**src/rtl/clock_set_controller_if.sv**
```systemverilog
// Signal bundle for the clock-setting controller: time strobe, buttons in;
// time, display blanking and mode out.
interface clock_set_controller_if;
  logic       tick_1s;
  logic       btn_mode;
  logic       btn_inc;
  logic [6:0] minutes;
  logic [5:0] hours;
  logic [5:0] seconds;
  logic       blank_hours;
  logic       blank_minutes;
  logic [1:0] mode;

  modport master (
    output tick_1s, btn_mode, btn_inc,
    input  minutes, hours, seconds, blank_hours, blank_minutes, mode
  );

  modport slave (
    input  tick_1s, btn_mode, btn_inc,
    output minutes, hours, seconds, blank_hours, blank_minutes, mode
  );
endinterface

```
**src/rtl/clock_set_controller.sv**
```systemverilog
// 24-hour clock with a RUN / SET_HOUR / SET_MIN editing FSM, synchronized
// single-shot buttons and a blinking display of the field being edited.
module clock_set_controller #(
  parameter int BLINK_HALF = 25000000
) (
  input logic                   clk,
  input logic                   reset,
  clock_set_controller_if.slave bus
);
  localparam int CW = $clog2(BLINK_HALF);

  typedef enum logic [1:0] {
    RUN      = 2'd0,
    SET_HOUR = 2'd1,
    SET_MIN  = 2'd2
  } state_t;

  state_t        state_reg, state_next;
  logic [5:0]    seconds_reg, seconds_next;
  logic [6:0]    minutes_reg, minutes_next;
  logic [5:0]    hours_reg, hours_next;
  logic [CW-1:0] blink_cnt_reg, blink_cnt_next;
  logic          blink_phase_reg, blink_phase_next;

  // Bit 0 = mode button, bit 1 = increment button.
  logic [1:0] btn_raw;
  logic [1:0] sync1_reg, sync2_reg, prev_reg;
  logic [2:0] settle_reg;
  logic [1:0] btn_ev;
  logic       mode_ev, inc_ev;

  assign btn_raw = {bus.btn_inc, bus.btn_mode};

  always_ff @(posedge clk) begin
    if (reset) begin
      sync1_reg  <= '0;
      sync2_reg  <= '0;
      prev_reg   <= '0;
      settle_reg <= '0;
    end else begin
      sync1_reg  <= btn_raw;
      sync2_reg  <= sync1_reg;
      prev_reg   <= sync2_reg;
      settle_reg <= {settle_reg[1:0], 1'b1};
    end
  end

  // Edges are suppressed until prev_reg holds a real post-reset sample, so a
  // button held through reset must be released before it can fire.
  for (genvar gi = 0; gi < 2; gi++) begin : g_edge
    assign btn_ev[gi] = settle_reg[2] & sync2_reg[gi] & ~prev_reg[gi];
  end

  assign mode_ev = btn_ev[0];
  assign inc_ev  = btn_ev[1];

  always_ff @(posedge clk) begin
    if (reset) begin
      state_reg       <= RUN;
      seconds_reg     <= '0;
      minutes_reg     <= '0;
      hours_reg       <= '0;
      blink_cnt_reg   <= '0;
      blink_phase_reg <= 1'b0;
    end else begin
      state_reg       <= state_next;
      seconds_reg     <= seconds_next;
      minutes_reg     <= minutes_next;
      hours_reg       <= hours_next;
      blink_cnt_reg   <= blink_cnt_next;
      blink_phase_reg <= blink_phase_next;
    end
  end

  always_comb begin
    state_next       = state_reg;
    seconds_next     = seconds_reg;
    minutes_next     = minutes_reg;
    hours_next       = hours_reg;
    blink_cnt_next   = blink_cnt_reg + 1'b1;
    blink_phase_next = blink_phase_reg;

    if (blink_cnt_reg == CW'(BLINK_HALF - 1)) begin
      blink_cnt_next   = '0;
      blink_phase_next = ~blink_phase_reg;
    end

    case (state_reg)
      RUN: begin
        // A coincident tick still lands on the edge that leaves RUN.
        if (bus.tick_1s) begin
          if (seconds_reg == 6'd59) begin
            seconds_next = '0;
            if (minutes_reg == 7'd59) begin
              minutes_next = '0;
              hours_next   = (hours_reg == 6'd23) ? 6'd0 : hours_reg + 6'd1;
            end else begin
              minutes_next = minutes_reg + 7'd1;
            end
          end else begin
            seconds_next = seconds_reg + 6'd1;
          end
        end
        if (mode_ev) state_next = SET_HOUR;
      end
      SET_HOUR: begin
        if (mode_ev)     state_next = SET_MIN;
        else if (inc_ev) hours_next = (hours_reg == 6'd23) ? 6'd0 : hours_reg + 6'd1;
      end
      SET_MIN: begin
        if (mode_ev) begin
          state_next   = RUN;
          seconds_next = '0;
        end else if (inc_ev) begin
          minutes_next = (minutes_reg == 7'd59) ? 7'd0 : minutes_reg + 7'd1;
        end
      end
      default: state_next = RUN;
    endcase

    if (mode_ev) begin
      blink_cnt_next   = '0;
      blink_phase_next = 1'b0;
    end
  end

  assign bus.mode          = state_reg;
  assign bus.seconds       = seconds_reg;
  assign bus.minutes       = minutes_reg;
  assign bus.hours         = hours_reg;
  assign bus.blank_hours   = (state_reg == SET_HOUR) && blink_phase_reg;
  assign bus.blank_minutes = (state_reg == SET_MIN) && blink_phase_reg;
endmodule
```
**src/flat_wrapper.sv**
```systemverilog
// flat-port wrapper written by rule: the top's interface ports become plain ports
module clock_set_controller_flat 
#(
  parameter int BLINK_HALF = 25000000
)
  (clk, reset, bus_tick_1s, bus_btn_mode, bus_btn_inc, bus_minutes, bus_hours, bus_seconds, bus_blank_hours, bus_blank_minutes, bus_mode);
  clock_set_controller_if bus_i ();
  input logic clk;
  input logic reset;
  input wire logic [$bits(bus_i.tick_1s)-1:0] bus_tick_1s;
  input wire logic [$bits(bus_i.btn_mode)-1:0] bus_btn_mode;
  input wire logic [$bits(bus_i.btn_inc)-1:0] bus_btn_inc;
  output wire logic [$bits(bus_i.minutes)-1:0] bus_minutes;
  output wire logic [$bits(bus_i.hours)-1:0] bus_hours;
  output wire logic [$bits(bus_i.seconds)-1:0] bus_seconds;
  output wire logic [$bits(bus_i.blank_hours)-1:0] bus_blank_hours;
  output wire logic [$bits(bus_i.blank_minutes)-1:0] bus_blank_minutes;
  output wire logic [$bits(bus_i.mode)-1:0] bus_mode;
  assign bus_i.tick_1s = bus_tick_1s;
  assign bus_i.btn_mode = bus_btn_mode;
  assign bus_i.btn_inc = bus_btn_inc;
  assign bus_minutes = bus_i.minutes;
  assign bus_hours = bus_i.hours;
  assign bus_seconds = bus_i.seconds;
  assign bus_blank_hours = bus_i.blank_hours;
  assign bus_blank_minutes = bus_i.blank_minutes;
  assign bus_mode = bus_i.mode;
  clock_set_controller #(.BLINK_HALF(BLINK_HALF)) u_core (.clk(clk), .reset(reset), .bus(bus_i));
endmodule
```
**config.mk**
```make
export PLATFORM = sky130hd
export DESIGN_NAME = clock_set_controller_flat
export DESIGN_NICKNAME = d
export VERILOG_FILES = /design/src/rtl/clock_set_controller_if.sv /design/src/rtl/clock_set_controller.sv /design/src/flat_wrapper.sv
export SDC_FILE = /design/constraint.sdc
export NUM_CORES = 1
export LEC_CHECK = 0
export ABC_AREA = 1
export CORE_ASPECT_RATIO = 1.2
export CORE_MARGIN = 2
export CORE_UTILIZATION = 40
export CTS_BUF_LIST = sky130_fd_sc_hd__clkbuf_4
export CTS_CLUSTER_SIZE = 12
export DETAILED_ROUTE_END_ITERATION = 10
export SLEW_MARGIN = 20
export SYNTH_ARGS = -nofsm -noshare
export SYNTH_HDL_FRONTEND = slang
export SYNTH_SLANG_ARGS = --single-unit
```
**constraint.sdc**
```tcl
create_clock -name clk -period 2 [get_ports clk]
set_input_delay 0.2 -clock clk [delete_from_list [all_inputs] [get_ports clk]]
set_output_delay 0.2 -clock clk [all_outputs]
set_load 0.01 [all_outputs]
```
# Word level (Yosys, flattened, before mapping)
# Index checks and enable logic that the tools add are counted.
# word_totals
ff_bits,56
elab_cells,71
# op_classes
add_sub_neg,4
n_eq_ne,16
muxes,22
bitwise,7
n_reduce_logical,11
# ops
cell,count
$mux W6,9
$mux W7,5
$add A25 B1 Y25 const B,1
$eq A25 B25 Y1 const B,1
$pmux W6 S2,2
$ne A2 B1 Y1 const B,7
$pmux W7 S2,1
$add A6 B1 Y6 const B,2
$add A7 B1 Y7 const B,1
$eq A7 B6 Y1 const B,1
$eq A6 B5 Y1 const B,1
$eq A6 B6 Y1 const B,1
$mux W2,3
$ne A2 B2 Y1 const B,3
$pmux W2 S3,1
$reduce_and A3 Y1,2
$reduce_and A6 Y1,1
$reduce_and A5 Y1,1
$and A1 B1 Y1,4
$reduce_bool A2 Y1,2
$not A1 Y1,3
$reduce_or A3 Y1,1
$eq A2 B1 Y1 const B,1
$eq A2 B2 Y1 const B,1
other kinds (4),5

# Depth between registers and ports, before layout
# depth
ltp_word,6
ltp_mapped,10
ltp_nobuf,10

# Worst setup path before layout
# Ideal clock, no wire load.
# synth_timing
path_type,reg-to-reg
startpoint,register u_core.blink_cnt_reg[0]
endpoint,register u_core.blink_cnt_reg[10]
setup_ns,0.122
arrival_ns,1.374
required_ns,1.878
path_slack_ns,0.504
path_stages_with_launch,10
n_path_buf,1
period_less_slack_ns,1.496
path_cell_list,dfxtp_1 ha_1 nand2_1 nor2_4 nand4_2 nor2_2 nand2_2 nand3_4 buf_6 a21oi_1
# synth_via
elab_chain_cells,2
word_cells_on_any_way,3
classes_between,add/sub: 1; eq/ne: 1; reduce/logical: 1
# synth_rtl
item,line_no,text
from (decl),clock_set_controller.sv:22,"logic [CW-1:0] blink_cnt_reg, blink_cnt_next;"
from (signal assigned),clock_set_controller.sv:70,blink_cnt_reg <= blink_cnt_next;
branches (longest 2 deep; another with $add A25 B1 Y25),n/a,
# Several ways; the timed one is not identified.
# A chain may end at the register's enable or synchronous reset.

# Worst setup path after layout
# layout_timing
startpoint,"register u_core.state_reg[0], in the netlist u_core.bus.mode[0]"
endpoint,output bus_blank_hours
# layout_via
elab_chain_cells,2
# layout_rtl
item,line_no,text
from (decl),clock_set_controller.sv:18,"state_t state_reg, state_next;"
from (signal assigned),clock_set_controller.sv:66,state_reg <= state_next;
$eq A2 B1 Y1,clock_set_controller.sv:131,assign bus.blank_hours = (state_reg == SET_HOUR) && blink_phase_reg;
$logic_and A1 B1 Y1,clock_set_controller.sv:131,
to (decl),flat_wrapper.sv:16,output wire logic [$bits(bus_i.blank_hours)-1:0] bus_blank_hours;
# Every way passes these cells.

==> results.md <==
- Vias in the first global route: about 2300
- Leakage: 1.13 nW
- DR iter-0 viols: about 110
- Placed cell areas: between 3000 and 4000 um2
- Hold buffer count at cts: 0
- DRT Pass-1 Iters: 5
- CTS sink cnt: between 50 and 60
- Mapped Cells: roughly 410
- Final HPWL DP: roughly 4500 um
- VDD IR-drop max: 0.312 mV
- Die Wd: roughly 81 um
- Final core utilization: 0.477
- Clk slew on worst S/H paths: between 0.15 and 0.2 ns
- Critical Path Sink Type: output pin
- Clock Path Buffers: 2
- Layout net count: 452
- CTS Buf Count: 5
- Worst hold path class: input port to flop
- Site row count: 33
- Avg Inst Size Synth: a little under 7 um2
- Root Driver: clkbuf_4
- Critical path, cell by cell: inv_2 > nor3_1 > clkdlybuf4s50_1
- Crit path largest cell delay: about 0.57 ns
- Cell Int Power: 1.33 mW
- Clk pwr share: 0.314
- Pins Over Slew Limit: 0
- Area of the multi-input gates: about 1500 um2
- Register area: between 1000 and 1500 um2
- Worst Path Arrival: 1.64 ns
- IO Port Bufs: 27
- Cell Area, Synth: around 2800 um2
- Ys Warns: 0
- Max reg flops: 25
- Post-CTS Setup Bufs: 0
- Clk Latency, worst-skew pair: ~0.40 ns
- Core area: between 6000 and 7000 um2
- Fillers: about 740
- GRT overflow: 0
- Post-Syn Nets: between 400 and 500
- Worst Max-Slew Pin Slew: 0.313 ns
- Switching pwr: around 470 uW
- GRT Util Overall: 0.168
- Initial antenna violation count: 0
- Worst setup margin: about 0.16 ns
- Resized cells post-CTS: 0
- Tmin final: 1.84 ns
- Pre-CTS setup slack: 0.305 ns
- Layout Area Growth over Synthesis: 14.9%
- Antenna-violating nets left: 0
- Fmax: 0.545 GHz
- Comb power frac: 0.050
- Fin. Hold Viols: 0
- Sequential share of the synthesized area: 0.394
- Sequential share of power: 0.636
- H-tree levels: 2
- Slowest-stage cell, CP: clkdlybuf4s50_1
- Routed vias/inst: roughly 4.8
- CP startpoint kind: flop
- Relative slew slack: 0.790
- Post-route DRC: 0
- Layout cells sized above 1: 0.0811
- Yosys reg bits: 56
- Die Ht: 96.4 um
- Finish-stage setup viols: 0
- WS Path Type: flop to output pin
- Largest net degree at the start of global routing: 26
- CTS tree: built
- Reg2Reg Depth: 9
- Initial Util: 0.415
- Unrepaired setup endpoints after global routing: false
- Global-route wire length before repair: 10300 um
- Vias: around 2500
- Max-cap violations: 0
- Sw Ratio: 0.263
- WP data required: approximately 1.8 ns
- Die ar.: 7810 um2
- Io pins: 28
- Routed wire length: 6110 um
- Mean routed wirelength per cell: 11.5 um
- Max Clock Skew: ~0.016 ns
- Final setup TNS: 0 ns
- ANT cells: 0
- Period utilization: 0.918
- Crit Path Max Fanout: 6
- Final Instance Area: between 3000 and 4000 um2
- Hold Path Cell Cnt: 3
- Placer congestion estimate: roughly 0.85
- Synth unique cells: 29
- Power per cell area: 552 nW/um2
- Outcome: finished, final reports clean
routing by layer:
layer,routed length [um],vias up,GRT usage
met4,75,0,0.0466
met2,3000,34,0.304
met3,192,5,0.0335
met5,0,-,0
li1,-,1359,-
met1,2840,1147,0.200
through the flow:
step / hold slack [ns] / instances / power (mW)
6_report: 0.278 / 531 / 1.81
5_1_grt: 0.289 / 531 / 1.87
4_1_cts: 0.261 / 531 / 1.83
3_5_place_dp: 0.395 / 523 / 1.26
3_3_place_gp: 0.390 / 523 / 1.26
2_1_floorplan: 0.307 / 412 / 1.23
cell usage after synthesis:
library cell | number | share of area
a21oi_4 | 1 | 0.0057
buf_6 | 2 | 0.0079
nand2_1 | 91 | 0.12
nand4_1 | 6 | 0.013
inv_1 | 45 | 0.059
nand3b_1 | 5 | 0.013
xor2_1 | 12 | 0.037
nand2_4 | 1 | 0.0040
inv_2 | 8 | 0.011
nor2_2 | 6 | 0.013
nand2_2 | 2 | 0.0044
nor2_1 | 81 | 0.11
o21bai_1 | 5 | 0.013
dfxtp_1 | 56 | 0.39
nor2_4 | 2 | 0.0079
ha_1 | 4 | 0.018
clkbuf_1 | 2 | 0.0026
a21boi_0 | 1 | 0.0026
nand4_2 | 2 | 0.0088
o21ai_1 | 5 | 0.0088
or2_0 | 1 | 0.0022
o21ai_0 | 2 | 0.0035
o21ai_2 | 1 | 0.0031
nand3_4 | 2 | 0.012
o211a_1 | 1 | 0.0035
nor3_1 | 10 | 0.018
a21oi_1 | 26 | 0.046
nand3_1 | 28 | 0.049
xnor2_1 | 4 | 0.012
worst paths after layout:
kind	start	endpoint	slack [ns]
max	u_core.bus.mode[0]	bus_blank_hours	0.16
min	bus_btn_inc	u_core.sync1_reg[1]	0.28
max reg2reg	u_core.bus.minutes[0]	u_core.bus.hours[0]	0.31
min reg2reg	u_core.sync1_reg[1]	u_core.sync2_reg[1]	0.42
worst max-delay path: cells and delay by family (launching register included):
family / cells / cell delay (ns)
buffers and inverters: 2 / 0.63
DFF: 1 / 0.45
and+or+nand+nor: 1 / 0.16
power by group through the flow:
stage	registers [mW]	clock network, mW	logic (mW)
global route	1.15	0.618	0.101
CTS	1.15	0.587	0.0921
floorplan	1.17	0	0.0603
finish	1.15	0.567	0.0902
global placement	1.17	0	0.0898
detailed placement	1.17	0	0.0916
cells in the final DEF, fill, tap and decap left out, types with 4 or more instances in the layout:
master | Yosys | routed
nand2_1 | 91 | 91
nor2_1 | 81 | 81
dfxtp_1 | 56 | 54
inv_1 | 45 | 45
nand3_1 | 28 | 28
clkdlybuf4s50_1 | 0 | 27
a21oi_1 | 26 | 26
xor2_1 | 12 | 12
nor3_1 | 10 | 10
inv_2 | 8 | 8
nor2_2 | 6 | 6
nand4_1 | 6 | 6
o21ai_1 | 5 | 5
nand3b_1 | 5 | 5
o21bai_1 | 5 | 5
clkbuf_4 | 0 | 5
xnor2_1 | 4 | 4
ha_1 | 4 | 4
logic make-up (layout without fill, tap and decap cells):
| kind of cell | Yosys count | in the layout | share of synthesized area |
|---|---|---|---|
| AO/OA/AOI/OAI | 42 | 42 | 0.0862 |
| XOR/XNOR | 16 | 16 | 0.0492 |
| adder cells (fa/ha/maj) | 4 | 4 | 0.0176 |
| buffers and inverters | 57 | 89 | 0.0804 |
| flip-flops | 56 | 56 | 0.394 |
| AND/OR/NAND/NOR | 237 | 237 | 0.373 |
layout make-up:
class	count	share of cell area
clock buffers	5	0.0115
multi-input cells	299	0.457
repair buffers	28	0.0849
inverters	53	0.0608
flip-flops and latches	56	0.343
well taps	87	0.0333
clock inverters	3	0.00880
Power figures use the tool's default switching activity.
